--- config.mk ---
export PLATFORM = sky130hd
export DESIGN_NAME = bus_decode_flat
export DESIGN_NICKNAME = d
export VERILOG_FILES = /design/src/rtl/bus_decode_if.sv /design/src/rtl/bus_decode.sv /design/src/flat_wrapper.sv
export SDC_FILE = /design/constraint.sdc
export NUM_CORES = 1
export LEC_CHECK = 0
export ABC_AREA = 1
export CORE_MARGIN = 5
export CORE_UTILIZATION = 44
export DETAILED_ROUTE_END_ITERATION = 10
export PLACE_DENSITY = 0.8
export SYNTH_ARGS = -nofsm -noshare
export SYNTH_HDL_FRONTEND = slang
export SYNTH_SLANG_ARGS = --single-unit
export TNS_END_PERCENT = 20
--- constraint.sdc ---
create_clock -name CLK -period 1.5 [get_ports CLK]
set_input_delay 0.3 -clock CLK [delete_from_list [all_inputs] [get_ports CLK]]
set_output_delay 0.3 -clock CLK [all_outputs]
set_load 0.02 [all_outputs]
--- src/rtl/bus_decode_if.sv ---
// CPU-side bus bundle for the address decoder: 68030 cycle inputs plus
// the registered selects, bus error and overlay status it returns.
interface bus_decode_if;
  logic [31:0] ADDR;
  logic [2:0]  FC;
  logic        RnW;
  logic        nAS;
  logic        nDSACK0;
  logic        nDSACK1;
  logic        nDRAM_CS;
  logic        nROM_CS;
  logic        nIO_CS;
  logic        nBERR;
  logic        OVERLAY;

  modport master (
    output ADDR, FC, RnW, nAS, nDSACK0, nDSACK1,
    input  nDRAM_CS, nROM_CS, nIO_CS, nBERR, OVERLAY
  );

  modport slave (
    input  ADDR, FC, RnW, nAS, nDSACK0, nDSACK1,
    output nDRAM_CS, nROM_CS, nIO_CS, nBERR, OVERLAY
  );
endinterface

--- src/rtl/bus_decode.sv ---
// Playground 68030 address decoder: registered DRAM/ROM/IO selects, boot
// ROM overlay at address 0, and bus error on unmapped or unterminated cycles.
module bus_decode #(
  parameter int DRAM_SIZE_LOG2 = 28,
  parameter int TIMEOUT_CYCLES = 250
) (
  input logic         CLK,
  input logic         nRST,
  bus_decode_if.slave bus
);

  localparam logic [1:0] IDLE   = 2'd0;
  localparam logic [1:0] ACTIVE = 2'd1;
  localparam logic [1:0] DONE   = 2'd2;
  localparam logic [1:0] BERR   = 2'd3;

  localparam logic [9:0] TMO_LAST = 10'(TIMEOUT_CYCLES - 1);

  logic [1:0] state;
  logic [9:0] cnt;
  logic       dram_cs_n, rom_cs_n, io_cs_n, berr_n, overlay;

  logic cpu_space, dram_hit, io_hit, rom_hit;
  logic sel_dram, sel_rom, sel_io, unmapped;
  logic dsack;

  always_comb begin
    cpu_space = (bus.FC == 3'b111);
    dram_hit  = ((bus.ADDR >> DRAM_SIZE_LOG2) == 32'd0);
    io_hit    = (bus.ADDR[31:24] == 8'hFE);
    rom_hit   = (bus.ADDR[31:24] == 8'hFF);
    // Overlay redirects DRAM-window reads to ROM; writes still reach DRAM.
    sel_dram  = !cpu_space && dram_hit && !(overlay && bus.RnW);
    sel_rom   = !cpu_space && (rom_hit || (dram_hit && overlay && bus.RnW));
    sel_io    = !cpu_space && io_hit;
    unmapped  = !cpu_space && !(dram_hit || io_hit || rom_hit);
    dsack     = !bus.nDSACK0 || !bus.nDSACK1;
  end

  always_ff @(posedge CLK or negedge nRST) begin
    if (!nRST) begin
      state     <= IDLE;
      cnt       <= '0;
      dram_cs_n <= 1'b1;
      rom_cs_n  <= 1'b1;
      io_cs_n   <= 1'b1;
      berr_n    <= 1'b1;
      overlay   <= 1'b1;
    end else begin
      case (state)
        IDLE: begin
          if (!bus.nAS) begin
            if (unmapped) begin
              berr_n <= 1'b0;
              state  <= BERR;
            end else begin
              // CPU-space cycles land here with no select, so the watchdog still runs.
              dram_cs_n <= !sel_dram;
              rom_cs_n  <= !sel_rom;
              io_cs_n   <= !sel_io;
              cnt       <= '0;
              state     <= ACTIVE;
              if (sel_rom && rom_hit) overlay <= 1'b0;
            end
          end
        end
        ACTIVE: begin
          // nAS release beats DSACK, and DSACK beats a same-edge timeout.
          if (bus.nAS) begin
            dram_cs_n <= 1'b1;
            rom_cs_n  <= 1'b1;
            io_cs_n   <= 1'b1;
            state     <= IDLE;
          end else if (dsack) begin
            state <= DONE;
          end else if (cnt == TMO_LAST) begin
            berr_n <= 1'b0;
            state  <= BERR;
          end else if (cnt != '1) begin
            cnt <= cnt + 10'd1;
          end
        end
        DONE, BERR: begin
          if (bus.nAS) begin
            dram_cs_n <= 1'b1;
            rom_cs_n  <= 1'b1;
            io_cs_n   <= 1'b1;
            berr_n    <= 1'b1;
            state     <= IDLE;
          end
        end
        default: state <= IDLE;
      endcase
    end
  end

  assign bus.nDRAM_CS = dram_cs_n;
  assign bus.nROM_CS  = rom_cs_n;
  assign bus.nIO_CS   = io_cs_n;
  assign bus.nBERR    = berr_n;
  assign bus.OVERLAY  = overlay;

endmodule

--- src/flat_wrapper.sv ---
// flat-port wrapper written by rule: the top's interface ports become plain ports
module bus_decode_flat 
#(
  parameter int DRAM_SIZE_LOG2 = 28,
  parameter int TIMEOUT_CYCLES = 250
)
  (CLK, nRST, bus_ADDR, bus_FC, bus_RnW, bus_nAS, bus_nDSACK0, bus_nDSACK1, bus_nDRAM_CS, bus_nROM_CS, bus_nIO_CS, bus_nBERR, bus_OVERLAY);
  bus_decode_if bus_i ();
  input logic CLK;
  input logic nRST;
  input wire logic [$bits(bus_i.ADDR)-1:0] bus_ADDR;
  input wire logic [$bits(bus_i.FC)-1:0] bus_FC;
  input wire logic [$bits(bus_i.RnW)-1:0] bus_RnW;
  input wire logic [$bits(bus_i.nAS)-1:0] bus_nAS;
  input wire logic [$bits(bus_i.nDSACK0)-1:0] bus_nDSACK0;
  input wire logic [$bits(bus_i.nDSACK1)-1:0] bus_nDSACK1;
  output wire logic [$bits(bus_i.nDRAM_CS)-1:0] bus_nDRAM_CS;
  output wire logic [$bits(bus_i.nROM_CS)-1:0] bus_nROM_CS;
  output wire logic [$bits(bus_i.nIO_CS)-1:0] bus_nIO_CS;
  output wire logic [$bits(bus_i.nBERR)-1:0] bus_nBERR;
  output wire logic [$bits(bus_i.OVERLAY)-1:0] bus_OVERLAY;
  assign bus_i.ADDR = bus_ADDR;
  assign bus_i.FC = bus_FC;
  assign bus_i.RnW = bus_RnW;
  assign bus_i.nAS = bus_nAS;
  assign bus_i.nDSACK0 = bus_nDSACK0;
  assign bus_i.nDSACK1 = bus_nDSACK1;
  assign bus_nDRAM_CS = bus_i.nDRAM_CS;
  assign bus_nROM_CS = bus_i.nROM_CS;
  assign bus_nIO_CS = bus_i.nIO_CS;
  assign bus_nBERR = bus_i.nBERR;
  assign bus_OVERLAY = bus_i.OVERLAY;
  bus_decode #(.DRAM_SIZE_LOG2(DRAM_SIZE_LOG2), .TIMEOUT_CYCLES(TIMEOUT_CYCLES)) u_core (.CLK(CLK), .nRST(nRST), .bus(bus_i));
endmodule
== After elaboration in Yosys (flattened, before gate mapping) ==
Index checks and enable logic that the tools add are counted.

* Register bits: 17
* Bits in latches: 0
* Memory bits (writable): 0
* Memory bits (read-only): 0
* Bits of input ports: 41
* Output and inout bits: 5
* Memories kept: 0

* Add/sub/neg operators: 1
* $mul: 0
* Div/mod/pow operators: 0
* $lt $le $gt $ge: 0
* Eq/ne operators: 19
* Shifts and indexed selects: 0
* Mux-type cells: 30
* Bitwise gates (word level): 2
* Reductions and logical operators: 31

{| class="wikitable"
|+ Operators by type and width
! cell !! count
|-
| $mux W10 || 6
|-
| $logic_not A32 Y1 || 1
|-
| $pmux W10 S2 || 1
|-
| $eq A8 B8 Y1 const B || 2
|-
| $mux W1 || 12
|-
| $mux W2 || 6
|-
| $ne A2 B2 Y1 const B || 6
|-
| $add A10 B1 Y10 const B || 1
|-
| $eq A10 B8 Y1 const B || 1
|-
| $ne A10 B10 Y1 const B || 1
|-
| $logic_and A1 B1 Y1 || 9
|-
| $logic_not A1 Y1 || 8
|-
| $ne A2 B1 Y1 const B || 4
|-
| $reduce_and A7 Y1 || 1
|-
| $pmux W1 S2 || 3
|-
| $pmux W2 S3 || 1
|-
| $reduce_and A3 Y1 || 2
|-
| $reduce_and A6 Y1 || 1
|-
| $eq A2 B2 Y1 const B || 2
|-
| $logic_or A1 B1 Y1 || 4
|-
| $ne A4 B2 Y1 const B || 1
|-
| $reduce_and A4 Y1 || 1
|-
| $eq A3 B3 Y1 const B || 1
|-
| $pmux W1 S3 || 1
|-
| 6 further kinds || 7
|}

== Logic depth before layout (Yosys ltp) ==
* Depth after elaboration: 9
* Mapped depth: 10
* Gate-level depth less buffers: 10

== Worst setup path before layout ==
OpenSTA, ideal clock, no wires.

* Path kind: register to register
* Start point: register u_core.cnt[0]
* End point: register u_core.cnt[8]
* Setup time: 0.117 ns
* Data arrival time: 1.247 ns
* Data required time: 1.383 ns
* Path slack: 0.135 ns
* Stages on the path, launching flop included: 10
* Period minus slack after synthesis: 1.365 ns
* Path through: dfrtp_1 -> ha_1 -> nand2_1 -> nor2_2 -> nand3_1 -> nand2_2 -> nand2_4 -> nand3_4 -> nand2_1 -> nand2_1

* Cells in the longest elaborated chain, start to end: 6
* Elaborated cells on any way between the ends: 11

{| class="wikitable"
|+ RTL lines
! what !! RTL line !! RTL
|-
| start: declaration || bus_decode.sv:20 || <nowiki>logic [9:0] cnt;</nowiki>
|-
| start signal: assignment || bus_decode.sv:80 || <nowiki>cnt <= cnt + 10'd1;</nowiki>
|-
| $add A10 B1 Y10 || bus_decode.sv:80 ||
|-
| $mux W10 || bus_decode.sv:79 || <nowiki>end else if (cnt != '1) begin</nowiki>
|-
| $mux W10 || bus_decode.sv:76 || <nowiki>end else if (cnt == TMO_LAST) begin</nowiki>
|-
| $mux W10 || bus_decode.sv:74 || <nowiki>end else if (dsack) begin</nowiki>
|-
| $mux W10 || bus_decode.sv:69 || <nowiki>if (bus.nAS) begin</nowiki>
|-
| $pmux W10 S2 || bus_decode.sv:50 || <nowiki>case (state)</nowiki>
|}

Parallel ways exist; a longest one is shown, timed or not. The select of a mux whose other input is x is not followed.
A chain may end at the register's enable or synchronous reset.

== Worst setup path after layout ==
* Start point: register u_core.io_cs_n, in the netlist u_core.bus.nIO_CS
* End point: output port bus_nIO_CS

{| class="wikitable"
|+ RTL lines
! what !! RTL line !! RTL
|-
| start: declaration || bus_decode.sv:21 || <nowiki>logic dram_cs_n, rom_cs_n, io_cs_n, berr_n, overlay;</nowiki>
|-
| start signal: assignment || bus_decode.sv:60 || <nowiki>io_cs_n <= !sel_io;</nowiki>
|-
| end: declaration || flat_wrapper.sv:19 || <nowiki>output wire logic [$bits(bus_i.nIO_CS)-1:0] bus_nIO_CS;</nowiki>
|}

No word-level cell between the ends.

==> results_dict.tcl <==
set metrics [dict create \
    drive_gt1_share_pct 25.23 \
    antenna_cells 0 \
    r2r_cells 9 \
    netSwitchingFraction_pct 43.12 \
    max_freq_ghz 0.6775 \
    seqPwrFrac_pct 33.6 \
    cts_buffers 3 \
    final_max_slew_viol_count 0 \
    synthDistinctLibCells 27 \
    endpoint_kind "output pin" \
    clkTransAtPathRegs_ps 100 \
    io_buffers 21 \
    layout.cells.non_filler 249 \
    setup_viol 0 \
    power.internal_uw 1139 \
    grt_use_total_pct 14.05 \
    gp_congestion 0.8720 \
    routed_wl_um 2886 \
    powerDensity_mw_per_mm2 1190 \
    p_switching_uw 863.2 \
    hpwl_um 2107 \
    yosysWarnings 0 \
    grt_max_degree 18 \
    grt_pass1_wl_um 4533 \
    critical_path_buf_inv_count 1 \
    path_cells "dlygate4sd2_1" \
    layout.nets 262 \
    min_path_type "in2async" \
    viasPerCell 5.028 \
    layout_min_cycle_time_ps 1476 \
    rsz0062_at_grt "true" \
    antenna_found_initial 0 \
    synth_seq_cells 17 \
    syn_to_final_growth_pct 39.71 \
    detailedPlace.worstSlack_ps -234.6 \
    fp.dieW_um 62.30 \
    drtAntennaViolNets 0 \
    finish.utilization_pct 62.60 \
    rr_endpoint "u_core.cnt[7]$_DFFE_PN0P_" \
    initialDrtViolationCount 49 \
    crit_type "reg2out" \
    cts_tree "yes" \
    cts_buffer_depth 2 \
    die_area_sq_mm 0.003881 \
    die_h_um 62.30 \
    p_leak_uw 0.0007731 \
    ioPinCount 46 \
    fin_skew_ps 3.464 \
    cp_data_required_time_ps 1200 \
    wl_per_cell_um 11.59 \
    synth_area_sq_mm 0.001204 \
    startpoint_type "flop" \
    cpMaxStageDelayCell "dfstp_2" \
    avgSynthCellArea_sq_um 6.800 \
    drc 0 \
    syn_inst 177 \
    vias 1252 \
    worst_slew_pin_slew_ps 341.4 \
    clkSinkCount 17 \
    ys_seq_area_share_pct 35.86 \
    ir_drop_v 0.001036 \
    grt_pass1_vias 1071 \
    max_slew_margin_pct 77.07 \
    critical_path_arrival_ps 1180 \
    critical_path.top_delay_family "flip-flops" \
    setup_ws_ps 24.09 \
    insertion_delay_ps 300 \
    finalHoldViolations 0 \
    r2r_setup_slack_ps 50 \
    power_frac_comb_pct 53.5 \
    clkPwrFrac_pct 12.9 \
    cpPeakStageDelay_ps 540 \
    cap_violations 0 \
    timing.rr.start "u_core.cnt[0]$_DFFE_PN0P_" \
    cts_root_buf "clkbuf_4" \
    hold_slack_ps 300.7 \
    crit_fanout 2 \
    status "complete, no violations" \
    syn_nets 220 \
    initial_core_util_pct 44.81 \
    core-area_sq_mm 0.002686 \
    num_rows 19 \
    grt_overflow 0 \
    firstDrtPassIters 4 \
    dp_cells 243 \
    fin_crit_sh_pct 98.39 \
    cts-htree-levels 1 \
]
==> final cells by class <==
class,count,area (sq um)
flip-flops and latches,17,432.9
fillers,240,1005
well taps,31,38.79
multi-input cells,140,777.0
clock buffers,4,26.28
repair buffers,38,332.8
inverters,19,73.82
==> Yosys cell counts, drive strengths merged <==
master	instances	area, sq um
nand2	69	269.0
nor2	25	106.4
inv	19	71.32
nand3	16	97.60
dfrtp	12	300.3
nand4	11	83.83
dfstp	5	131.4
o21ai	5	25.02
a21oi	4	23.77
buf	2	22.52
ha	2	25.02
nor3	2	10.01
a31oi	1	6.260
nor3b	1	7.510
o211ai	1	7.510
o21bai	1	7.510
o31a	1	8.760
==> per-layer routing <==
layer | global-route usage (%) | wire (um)
met5 | 0 | 0
met4 | 5.570 | 59
met3 | 2.162 | 52
met2 | 21.11 | 1387
met1 | 20.09 | 1387
==> sequential cells by signal, indices dropped and copies added, names as in the netlist <==
name and cells:
u_core.bus.OVERLAY 1, u_core.bus.nBERR 1, u_core.bus.nDRAM_CS 1, u_core.bus.nIO_CS 1
u_core.bus.nROM_CS 1, u_core.cnt 10, u_core.state 2
==> worst reg2reg max path: cells and delay by family (launching register included) <==
kind | cells | cell delay, ps
flops | 1 | 430
fa+ha+maj | 1 | 220
simple gates | 8 | 750
==> metrics by stage <==
step / area (sq um) / setup TNS, ps / total power (uW)
2_1_floorplan: 1204 / 0 / 1301
3_3_place_gp: 1550 / -3005 / 1659
3_5_place_dp: 1550 / -3187 / 1675
4_1_cts: 1570 / 0 / 1895
5_1_grt: 1682 / -208.8 / 2155
6_report: 1682 / 0 / 2002
==> worst max path at each step <==
stage / startpoint / endpoint / slack, ps / depth (start not counted)
after floorplan: u_core.cnt[0]$_DFFE_PN0P_ / u_core.cnt[8]$_DFFE_PN0P_ / 140 / 9
after detailed placement: bus_ADDR[28] / u_core.cnt[3]$_DFFE_PN0P_ / -230 / 8
after CTS: u_core.bus.OVERLAY$_DFFE_PN1P_ / bus_OVERLAY / 6 / 1
final: u_core.bus.nIO_CS$_DFFE_PN1P_ / bus_nIO_CS / 20 / 1
after global routing: u_core.cnt[0]$_DFFE_PN0P_ / u_core.cnt[6]$_DFFE_PN0P_ / -50 / 9
after global placement: bus_ADDR[28] / u_core.cnt[6]$_DFFE_PN0P_ / -210 / 8
==> cells by family (layout without fill, tap and decap cells) <==
family	after synthesis	in the layout	share of synthesized area, %
simple gates	124	125	47.71
compound gates	13	13	6.549
buf+inv	21	61	7.796
fa+ha+maj	2	2	2.079
flops	17	17	35.86
==> layout by cell type, fill, tap and decap left out, drive strengths merged <==
| cell | Yosys | final |
|---|---|---|
| nand2 | 69 | 69 |
| nor2 | 25 | 25 |
| inv | 19 | 19 |
| buf | 2 | 17 |
| nand3 | 16 | 17 |
| clkdlybuf4s50 | 0 | 16 |
| dfrtp | 12 | 12 |
| nand4 | 11 | 11 |
| dfstp | 5 | 5 |
| o21ai | 5 | 5 |
| dlygate4sd2 | 0 | 4 |
| a21oi | 4 | 4 |
| clkbuf | 0 | 4 |
| nor3 | 2 | 2 |
| ha | 2 | 2 |
| nor3b | 1 | 1 |
| a31oi | 1 | 1 |
| o31a | 1 | 1 |
| o21bai | 1 | 1 |
| o211ai | 1 | 1 |
| clkdlybuf4s15 | 0 | 1 |
==> power groups by stage <==
stage | registers [uW] | clock network, uW | logic [uW]
floorplan | 736 | 0 | 565
global placement | 675 | 0 | 984
detailed placement | 678 | 0 | 997
CTS | 667 | 266 | 962
global route | 685 | 295 | 1170
finish | 673 | 258 | 1070
==> timing repair <==
action                                  4_1_cts  5_1_grt
endpoints found under the setup margin        5       13
buffers inserted                              0        1
hold buffers                                  0        0
pin swaps                                     0       10
gates resized for setup                       5       27
gates cloned                                  0        1
Power figures use the tool's default switching activity.
